$ cat src/rtl/midi_pkg.sv
// Shared definitions for the MIDI serial receive path.
// Holds the baud-rate constants and the receiver state encoding.
package midi_pkg;

   localparam int unsigned MIDI_BAUD = 31250;
   localparam int unsigned SYS_CLK_HZ = 12_000_000;
   localparam int unsigned MIDI_CLKS_PER_BIT = SYS_CLK_HZ / MIDI_BAUD;

   typedef enum logic [2:0] {
      StIdle,
      StStart,
      StData,
      StStop,
      StBreak
   } rx_state_e;

endpackage

$ cat src/rtl/midi_bit_timer.sv
// Down-counting bit timer: loaded with a half- or full-bit interval, ticks when it hits zero.
// It holds at zero until reloaded, so each sample point restarts the interval.
module midi_bit_timer
   import midi_pkg::*;
#(
   parameter int unsigned CLKS_PER_BIT = MIDI_CLKS_PER_BIT
) (
   input  logic clk,
   input  logic rst,
   input  logic load,
   input  logic half,
   output logic tick
);

   localparam int unsigned CW = $clog2(CLKS_PER_BIT);
   // Terminal value is zero, so load one less than the wanted interval.
   localparam logic [CW-1:0] HALF_LOAD = CW'(CLKS_PER_BIT / 2 - 1);
   localparam logic [CW-1:0] FULL_LOAD = CW'(CLKS_PER_BIT - 1);

   logic [CW-1:0] cnt;

   always_ff @(posedge clk) begin
      if (rst) begin
         cnt <= '0;
      end else if (load) begin
         cnt <= half ? HALF_LOAD : FULL_LOAD;
      end else if (cnt != '0) begin
         cnt <= cnt - CW'(1);
      end
   end

   assign tick = (cnt == '0);

endmodule

$ cat src/rtl/midi_uart_rx.sv
// 8N1 MIDI receiver with a one-entry holding register, overrun flag and framing-error pulse.
// Returns to idle mid stop bit so back-to-back frames resynchronise on each start edge.
module midi_uart_rx
   import midi_pkg::*;
#(
   parameter int unsigned CLKS_PER_BIT = MIDI_CLKS_PER_BIT
) (
   input  logic       clk,
   input  logic       rst,
   input  logic       rx,
   input  logic       ack,
   output logic [7:0] data,
   output logic       valid,
   output logic       overrun,
   output logic       frame_err,
   output logic       busy
);

   if (CLKS_PER_BIT < 4) begin : g_bad_param
      $error("CLKS_PER_BIT must be at least 4");
   end

   rx_state_e  state;
   logic [2:0] bit_cnt;
   logic [7:0] shift;
   logic       tick;
   logic       load;
   logic       half;
   logic       deliver;

   midi_bit_timer #(
      .CLKS_PER_BIT(CLKS_PER_BIT)
   ) u_bit_timer (
      .clk (clk),
      .rst (rst),
      .load(load),
      .half(half),
      .tick(tick)
   );

   always_comb begin
      load = 1'b0;
      half = 1'b0;
      case (state)
         StIdle: begin
            load = ~rx;
            half = 1'b1;
         end
         StStart: load = tick & ~rx;
         StData:  load = tick;
         default: ;
      endcase
   end

   assign deliver = (state == StStop) && tick && rx;

   always_ff @(posedge clk) begin
      if (rst) begin
         state     <= StIdle;
         bit_cnt   <= '0;
         shift     <= '0;
         frame_err <= 1'b0;
         busy      <= 1'b0;
      end else begin
         frame_err <= 1'b0;
         case (state)
            StIdle: begin
               if (!rx) begin
                  state   <= StStart;
                  bit_cnt <= '0;
                  busy    <= 1'b1;
               end
            end
            StStart: begin
               if (tick) begin
                  if (rx) begin
                     state <= StIdle;
                     busy  <= 1'b0;
                  end else begin
                     state <= StData;
                  end
               end
            end
            StData: begin
               if (tick) begin
                  shift   <= {rx, shift[7:1]};
                  bit_cnt <= bit_cnt + 3'd1;
                  if (bit_cnt == 3'd7) begin
                     state <= StStop;
                  end
               end
            end
            StStop: begin
               if (tick) begin
                  if (rx) begin
                     state <= StIdle;
                     busy  <= 1'b0;
                  end else begin
                     frame_err <= 1'b1;
                     state     <= StBreak;
                  end
               end
            end
            StBreak: begin
               if (rx) begin
                  state <= StIdle;
                  busy  <= 1'b0;
               end
            end
            default: begin
               state <= StIdle;
               busy  <= 1'b0;
            end
         endcase
      end
   end

   // An ack in the delivery cycle frees the slot for the new byte; overrun is left alone.
   always_ff @(posedge clk) begin
      if (rst) begin
         data    <= 8'h00;
         valid   <= 1'b0;
         overrun <= 1'b0;
      end else if (deliver) begin
         if (!valid || ack) begin
            data  <= shift;
            valid <= 1'b1;
         end else begin
            overrun <= 1'b1;
         end
      end else if (valid && ack) begin
         valid   <= 1'b0;
         overrun <= 1'b0;
      end
   end

endmodule

$ cat config.mk
export PLATFORM = sky130hd
export DESIGN_NAME = midi_uart_rx
export DESIGN_NICKNAME = d
export VERILOG_FILES = /design/src/rtl/midi_pkg.sv /design/src/rtl/midi_bit_timer.sv /design/src/rtl/midi_uart_rx.sv
export SDC_FILE = /design/constraint.sdc
export NUM_CORES = 1
export LEC_CHECK = 0
export CAP_MARGIN = 5
export CORE_MARGIN = 10
export CORE_UTILIZATION = 59
export DETAILED_ROUTE_END_ITERATION = 8
export GPL_ROUTABILITY_DRIVEN = 0
export PLACE_DENSITY = 0.82
export SYNTH_ARGS = -nofsm -noshare
export SYNTH_HDL_FRONTEND = slang
export SYNTH_SLANG_ARGS = --single-unit
$ cat constraint.sdc
create_clock -name clk -period 2.6 [get_ports clk]
set_input_delay 0.52 -clock clk [delete_from_list [all_inputs] [get_ports clk]]
set_output_delay 0.52 -clock clk [all_outputs]
set_load 0.03 [all_outputs]
# Yosys cells after proc, flatten, opt, wreduce, memory -nomap -nowiden
# Cells that the tools add are included.
# totals
register_bits	35
in_bits	4
output_inout_bits	12
wordCells	77
# classes
addsub	2
n_eq_ne	14
mux	27
bitwise_logic	5
n_reduce_logical	20
# ops
cell	count
$mux W3	9
$mux W9	3
$pmux W3 S5	1
$ne A2 B2 Y1 const B	7
$mux W1	10
$logic_not A9 Y1	1
$reduce_bool A9 Y1	1
$sub A9 B1 Y9 const B	1
$reduce_and A2 Y1	4
$eq A3 B2 Y1 const B	2
$eq A3 B3 Y1 const B	2
$pmux W3 S2	1
$reduce_and A3 Y1	2
$reduce_and A6 Y1	1
$reduce_bool A2 Y1	3
$ne A2 B1 Y1 const B	2
$not A1 Y1	4
$pmux W1 S4	1
$add A3 B1 Y3 const B	1
$eq A3 B1 Y1 const B	1
$logic_and A1 B1 Y1	3
$logic_not A3 Y1	1
$pmux W1 S3	1
$reduce_or A3 Y1	1
5 further kinds	5

# Logic depth before layout (Yosys ltp)
# Gate-level depths: netlist of the first run.
# depth
depth_word	5
ltp_mapped	7
depth_no_buf	6

# Modules after synthesis
# A second synthesis of the first run with hierarchy kept.
# hier_totals
hier_cells	176
hier_area_um2	1652.8
# modules_own_cells
mod	n_inst	cells_each	area_per_inst_um2	seq_area_each_um2
midi_uart_rx	1	127	1202.4	520.5
midi_bit_timer	1	49	450.4	180.2

# Least setup slack after synthesis of the first run
# No wires, ideal clock.
# synth_timing
path_kind	reg-to-reg
startpoint	reg u_bit_timer.cnt[0]
endpoint	reg u_bit_timer.cnt[7]
setup_ns	0.132
t_arrival_ns	1.483
required_ns	2.468
slack_ns	0.985
stages_incl_launch_ff	5
path_buffers	0
synth_period_minus_slack_ns	1.615
cell_sequence	dfxtp_1 > or4_4 > or4_4 > mux2i_1 > a21oi_1
# synth_between
elab_chain_cells	4
elab_cells_between_ends	8
classes_between	add/sub (1); mux (3); bitwise (1); reduce/logical (3)
# synth_lines
element	line	rtl
from (decl)	midi_bit_timer.sv:20	logic [CW-1:0] cnt;
from (signal assigned)	midi_bit_timer.sv:26	cnt <= half ? HALF_LOAD : FULL_LOAD;
from (signal assigned)	midi_bit_timer.sv:28	cnt <= cnt - CW'(1);
branches (longest 4 deep; another with $sub A9 B1 Y9)	--	
# Several ways; the timed one is not identified. The select of a mux whose other input is x is not followed.
# A chain may end at the register's enable or synchronous reset.

# Final worst setup path of the first run
# layout_timing
startpoint	reg u_bit_timer.cnt[0]
endpoint	reg shift[7]
# layout_between
elab_chain_cells	2
# layout_lines
element	line	rtl
$logic_not A9 Y1	midi_bit_timer.sv:32	assign tick = (cnt == '0);
$reduce_and A2 Y1 (no source line)	--	
to (signal assigned)	midi_uart_rx.sv:86	shift <= {rx, shift[7:1]};
to (decl)	midi_uart_rx.sv:25	logic [7:0] shift;
# No other way between the ends.

==> impl_results.md, run 1 <==
- PwrDens: 591.7 nW/um2
- Top-area cell type share of the netlist area: 0.4455
- # fillers: 196
- Vias: 1,230
- Commonest non-fill, non-tap cell in the layout: dfxtp_1
- Full die area: 5131 um2
- Sequential fraction of the synthesis area: 0.4455
- CTS Buf Count: 5
- Initial Util: 0.6291
- Clk Latency, worst-skew pair: 340 ps
- Non-filler cells, final: 213
- Core box area: 2500 um2
- Leakage Power: 0.7130 nW
- Largest net degree at the start of global routing: 21
- CTS Hold Buffers Added: 0
- Antenna Nets Post-Route: 0
- Metal-1 WL: 1448 um
- Remaining DRCs: 0
- Crit. End Element: flip-flop
- DR top layer: met4
- Synth area leaders: dfxtp_1, mux2i_1, nand2b_1
- Dpl cell area: 1769 um2
- Post-Synth Adder-Cell Area: 0.02387
- Number of diodes: 0
- Period utilization: 0.7614
- Most frequent cells in the layout: dfxtp_1, mux2i_1, nand2b_1
- Fmax: 505.2 MHz
- Post-Synth XOR/XNOR Area: 0.01114
- Setup TNS Final: 0 ps
- Flop2flop setup slack: 620 ps
- Ports: 16
- Die Span Y: 71.63 um
- Worst path slowest cell: dfxtp_1
- Cell row count: 18
- Initial antenna violation count: 0
- Cell Area, Synth: 1573 um2
- CTS Buffer Depth: 2
- CP Launch Type: flip-flop
- DP HPWL: 2344 um
- Setup WS post-layout: 620.5 ps
- Total clock sinks: 35
- Crit path top cell by count: buf_4
- Mux share of post-synthesis cell area: 0.1217
- Count of buffer and inverter cells on the critical path: 3
- Via density: 5.775
- Cells on worst reg2reg path: 8
- Simple-gate share of the synthesized area: 0.2761
- Run status: complete, no violations
- CTS tree: built
- Area Growth Syn to Fin: 16.87%
- Crit path launch: u_bit_timer.cnt[0]
- Root buffer cell: clkbuf_4
- Synth unique cells: 39
- Synthesis-stage register bit count: 35
- Critical path's top delay family: buffers and inverters
- RSZ-0062 raised after global routing: false
- First-pass GRT wire length: 5547 um
- Gr usage total: 0.1318
- Worst reg2reg endpoint: shift[7]
- CP Capture Point: shift[7]
- Routed len/inst: 15.03 um
- Vias in the first global route: 1,224
- WL met3: 143 um
- Slew headroom: 0.5502
- Count of pins over their slew limit: 0
- Crit-path max FO: 7
- Initial drt markers: 50
- Port buffer count: 15
- Post-CTS Setup Bufs: 0
- Worst path required time: 2810 ps
- Mean post-synth cell area: 9.708 um2
- Die Width: 71.63 um
- VDD IR max: 0.4367 mV
- Slowest Stage Delay on Critical Path: 360 ps
- Post-Place Setup Slack: 426.2 ps
- Routed met2 length: 1595 um
- Detailed Routing Iterations Pass 1: 4
- Nets: 189
- Design Area, Final: 1838 um2
- DP Cell Count: 205
- CP Depth: 8
- Final Power: 0.001088 W
- WL final: 3202 um
- CP arrival: 2190 ps
- YS warnings: 0
- Post-synth net total: 169
- Fraction of layout cells with a size suffix above 1: 0.1038
- H-tree levels: 2
- Largest area contributor in the netlist: dfxtp_1
- Fin. Hold Viols: 0
- Worst flop-to-flop path startpoint: u_bit_timer.cnt[0]
- Crit path cell chain: inv_1 > ha_1 > nor4b_4 > buf_4 > nand3_1 > buf_4 > mux2i_1 > nor2_1
- Compound-Gate Fraction of Synth Area: 0.09626
- Gr ovfl total: 0
- Post-CTS Resized: 0
- Worst min path class: reg2reg
- Clock transition at path regs: 100 ps
- Synth Instances: 162
- Crit path kind: reg2reg
- Final setup vio count: 0
- Largest family of logic cells by synthesized area: simple AND/OR/NAND/NOR gates
- Final Skew: 5.694 ps
- Minimum clock period: 1980 ps
- Max_cap viols: 0
- Tightest Pin Transition: 672.6 ps
[cell families (layout without fill, tap and decap cells)]
family	Yosys count	after routing
xor+xnor	2	2
simple gates	70	70
mux	19	19
flops	35	35
compound gates	23	23
buf+inv	10	31
fa+ha+maj	3	3
[routing by layer]
metal	track usage	vias up
li1	-	617
met1	0.1449	589
met2	0.2196	22
met3	0.05372	2
met4	0.05376	0
met5	0	-
[final cells by class]
type	count	area, um2	share of cell area
multi-input combinational	117	832.0	0.4527
inverter	3	11.26	0.006127
timing repair buffer	20	187.7	0.1021
clock buffer	8	68.82	0.03744
tap	30	37.54	0.02042
sequential	35	700.7	0.3812
[power by group]
group / total (W) / internal, W / switching (W) / leakage (nW)
Sequential: 0.000594 / 0.000559 / 0.0000351 / 0.285
Combinational: 0.000161 / 0.0000785 / 0.0000828 / 0.390
Clock: 0.000332 / 0.000159 / 0.000173 / 0.0386
Total: 0.00109 / 0.000796 / 0.000291 / 0.713
[tightest hold or removal path, stage by stage (launching register included)]
cell and delay (ps):
dfxtp_1 320, nand2b_1 60, mux2i_1 50
[Yosys cell counts]
cell type,count
dfxtp_1,35
or2_1,1
and4b_1,1
o22ai_1,1
a21bo_2,1
nand3_1,9
o31ai_1,1
or4_4,2
or3b_1,1
a31oi_1,3
xnor2_1,2
nor2_4,1
o22a_1,1
nand2b_1,17
buf_2,2
inv_1,3
a21oi_1,10
nor4_1,3
clkbuf_1,5
nor4b_1,1
nor2b_1,1
and2_1,1
nand3b_1,1
ha_1,3
nor4b_4,1
a311oi_1,3
nor2_1,14
or2b_1,1
a211oi_1,1
mux2i_1,18
nor3b_1,1
or3_1,2
a31o_2,1
nor4_4,1
nand2_1,5
mux2_1,1
o21bai_1,1
or4_1,1
nor3_1,5
[metrics by stage]
step                      hold slack [ps]  utilization
final                               475.9       0.7352
after global routing                506.8       0.7352
after CTS                           481.2       0.7352
after detailed placement            462.9       0.7077
after global placement              456.9       0.7077
after floorplan                     451.6            -
[worst min path at each step]
stage,start,cells past startpoint,end
after floorplan,shift[0],2,data[0]
after global placement,data[0],2,data[0]
after detailed placement,data[4],2,data[4]
after CTS,data[4],2,data[4]
after global routing,data[6],2,data[6]
final,data[4],2,data[4]
[sequential cells by signal, indices dropped and copies added, names as in the netlist]
name,flops
overrun,1
frame_err,1
u_bit_timer.cnt,9
state,3
shift,8
valid,1
busy,1
bit_cnt,3
data,8
Note: power is estimated with default switching activity, not from simulation.
==> run 2: changes to the inputs <==
Settings changed: CORE_UTILIZATION 59 to 50, PLACE_DENSITY 0.82 to 0.74.
Clock period 2.6 ns to 1.65 ns, I/O delays scaled along.
==> impl_results.md, run 2 (same netlist as run 1, synthesis figures left out) <==
- Run status: complete, but fails checks
- Failing checks: negative setup slack
- Initial Util: 0.5194
- Die Width: 76.09 um
- Fmax: 552.8 MHz
- CTS tree: built
- Most frequent cells in the layout: dfxtp_1, buf_4, mux2i_1
- Vias in the first global route: 1,334
- Commonest non-fill, non-tap cell in the layout: dfxtp_1
- Tightest Pin Transition: 359.1 ps
- Minimum clock period: 1809 ps
- Hold WS: 484.0 ps
- Period utilization: 1.096
- Number of diodes: 0
- DP HPWL: 2501 um
- Remaining DRCs: 0
- Worst path required time: 1860 ps
- Ports: 16
- Max_cap viols: 0
- Fin. Hold Viols: 0
- Port buffer count: 15
- Slew headroom: 0.7590
- Leakage Power: 0.9222 nW
- Fraction of layout cells with a size suffix above 1: 0.3269
- Worst min path class: reg2reg
- Total clock sinks: 35
- Cell row count: 20
- Final setup vio count: 1
- CTS Hold Buffers Added: 0
- Hold Startpoint: data[5]
- Core box area: 3028 um2
- CP Launch Type: flip-flop
- Clock transition at path regs: 120 ps
- Gr usage total: 0.1333
- First-pass GRT wire length: 6527 um
- Crit path launch: u_bit_timer.cnt[0]
- Routed len/inst: 16.79 um
- Root buffer cell: clkbuf_4
- Worst flop-to-flop path startpoint: u_bit_timer.cnt[0]
- Crit-path max FO: 3
- Vias: 1,415
- Initial antenna violation count: 0
- Detailed Routing Iterations Pass 1: 4
- Largest registers: u_bit_timer.cnt (9), data (8), shift (8)
- RSZ-0062 raised after global routing: true
- CTS Buffer Depth: 2
- Top reg by flops: u_bit_timer.cnt
- CTS Buf Count: 5
- Dpl cell area: 1912 um2
- CP arrival: 2020 ps
- Area Growth Syn to Fin: 41.37%
- Antenna Nets Post-Route: 0
- Final Skew: 11.77 ps
- H-tree levels: 2
- Non-filler cells, final: 252
- Nets: 214
- Final Power: 0.001962 W
- Setup WS post-layout: -158.9 ps
- Count of pins over their slew limit: 0
- Initial drt markers: 126
- VDD IR max: 0.7330 mV
- Die Span Y: 76.09 um
- Gr ovfl total: 0
- Largest net degree at the start of global routing: 28
- WL final: 4232 um
- DP Cell Count: 234
- Full die area: 5789 um2
- PwrDens: 882.6 nW/um2
- Crit. End Element: flip-flop
- Clk Latency, worst-skew pair: 340 ps
- Crit path kind: reg2reg
- Via density: 5.615
- Max FFs per register: 9
- Design Area, Final: 2223 um2
- Setup TNS Final: -158.9 ps
-- run 2: cell types whose count changed in the layout (fill, tap and decap cells not counted), moves of 3 or more --
cell	previous run	this run
buf_4	5	22
buf_6	0	6
dlygate4sd2_1	0	12
nand3_4	0	3
dfxtp_2	0	5
clkdlybuf4s50_1	15	3
dfxtp_1	35	30
nand3_1	9	5
-- run 2: final timing paths --
path | depth (start not counted) | to | slack, ps
setup / recovery | 4 | u_bit_timer.cnt[7] | -160
setup reg to reg | 4 | u_bit_timer.cnt[7] | -160
hold reg to reg | 2 | data[5] | 480
hold / removal | 2 | data[5] | 480
-- run 2: area by class of cell --
type | instances | area, um2
multi-input combinational | 117 | 974.7
fill | 217 | 804.5
sequential | 35 | 706.9
timing repair buffer | 45 | 407.9
tap | 44 | 55.05
clock buffer | 6 | 51.30
clock inverter | 2 | 16.27
inverter | 3 | 11.26
-- run 2: critical path: stages (launching register included) --
cell     delay, ps
dfxtp_2        360
or4_4          540
or4_4          430
mux2i_1        220
a21oi_1        130
-- run 2: metrics by stage --
stage | utilization | worst slack (ps)
4_1_cts | 0.6979 | -42.07
6_report | 0.7343 | -158.9
3_5_place_dp | 0.6314 | -260.3
2_1_floorplan | - | 35.30
5_1_grt | 0.7343 | -168.3
3_3_place_gp | 0.6314 | -165.0
-- run 2: layer usage --
layer  vias to the layer above  track usage  wire length, um
li1                        676            -                -
met1                       670       0.1630             1771
met2                        54       0.2185             2145
met3                        15      0.04599              210
met4                         0      0.03160              104
met5                         -            0                0
-- run 2: what timing repair did --
item / CTS / global route
setup buffers: 10 / 2
resized for setup: 28 / 23
endpoints found under the setup margin: 40 / 34
pin swaps: 11 / 11
-- run 2: power breakdown --
part / internal, W / switching [W] / leakage [nW]
Clock: 0.000210 / 0.000302 / 0.0345
Combinational: 0.000259 / 0.000255 / 0.602
Sequential: 0.000883 / 0.0000531 / 0.286
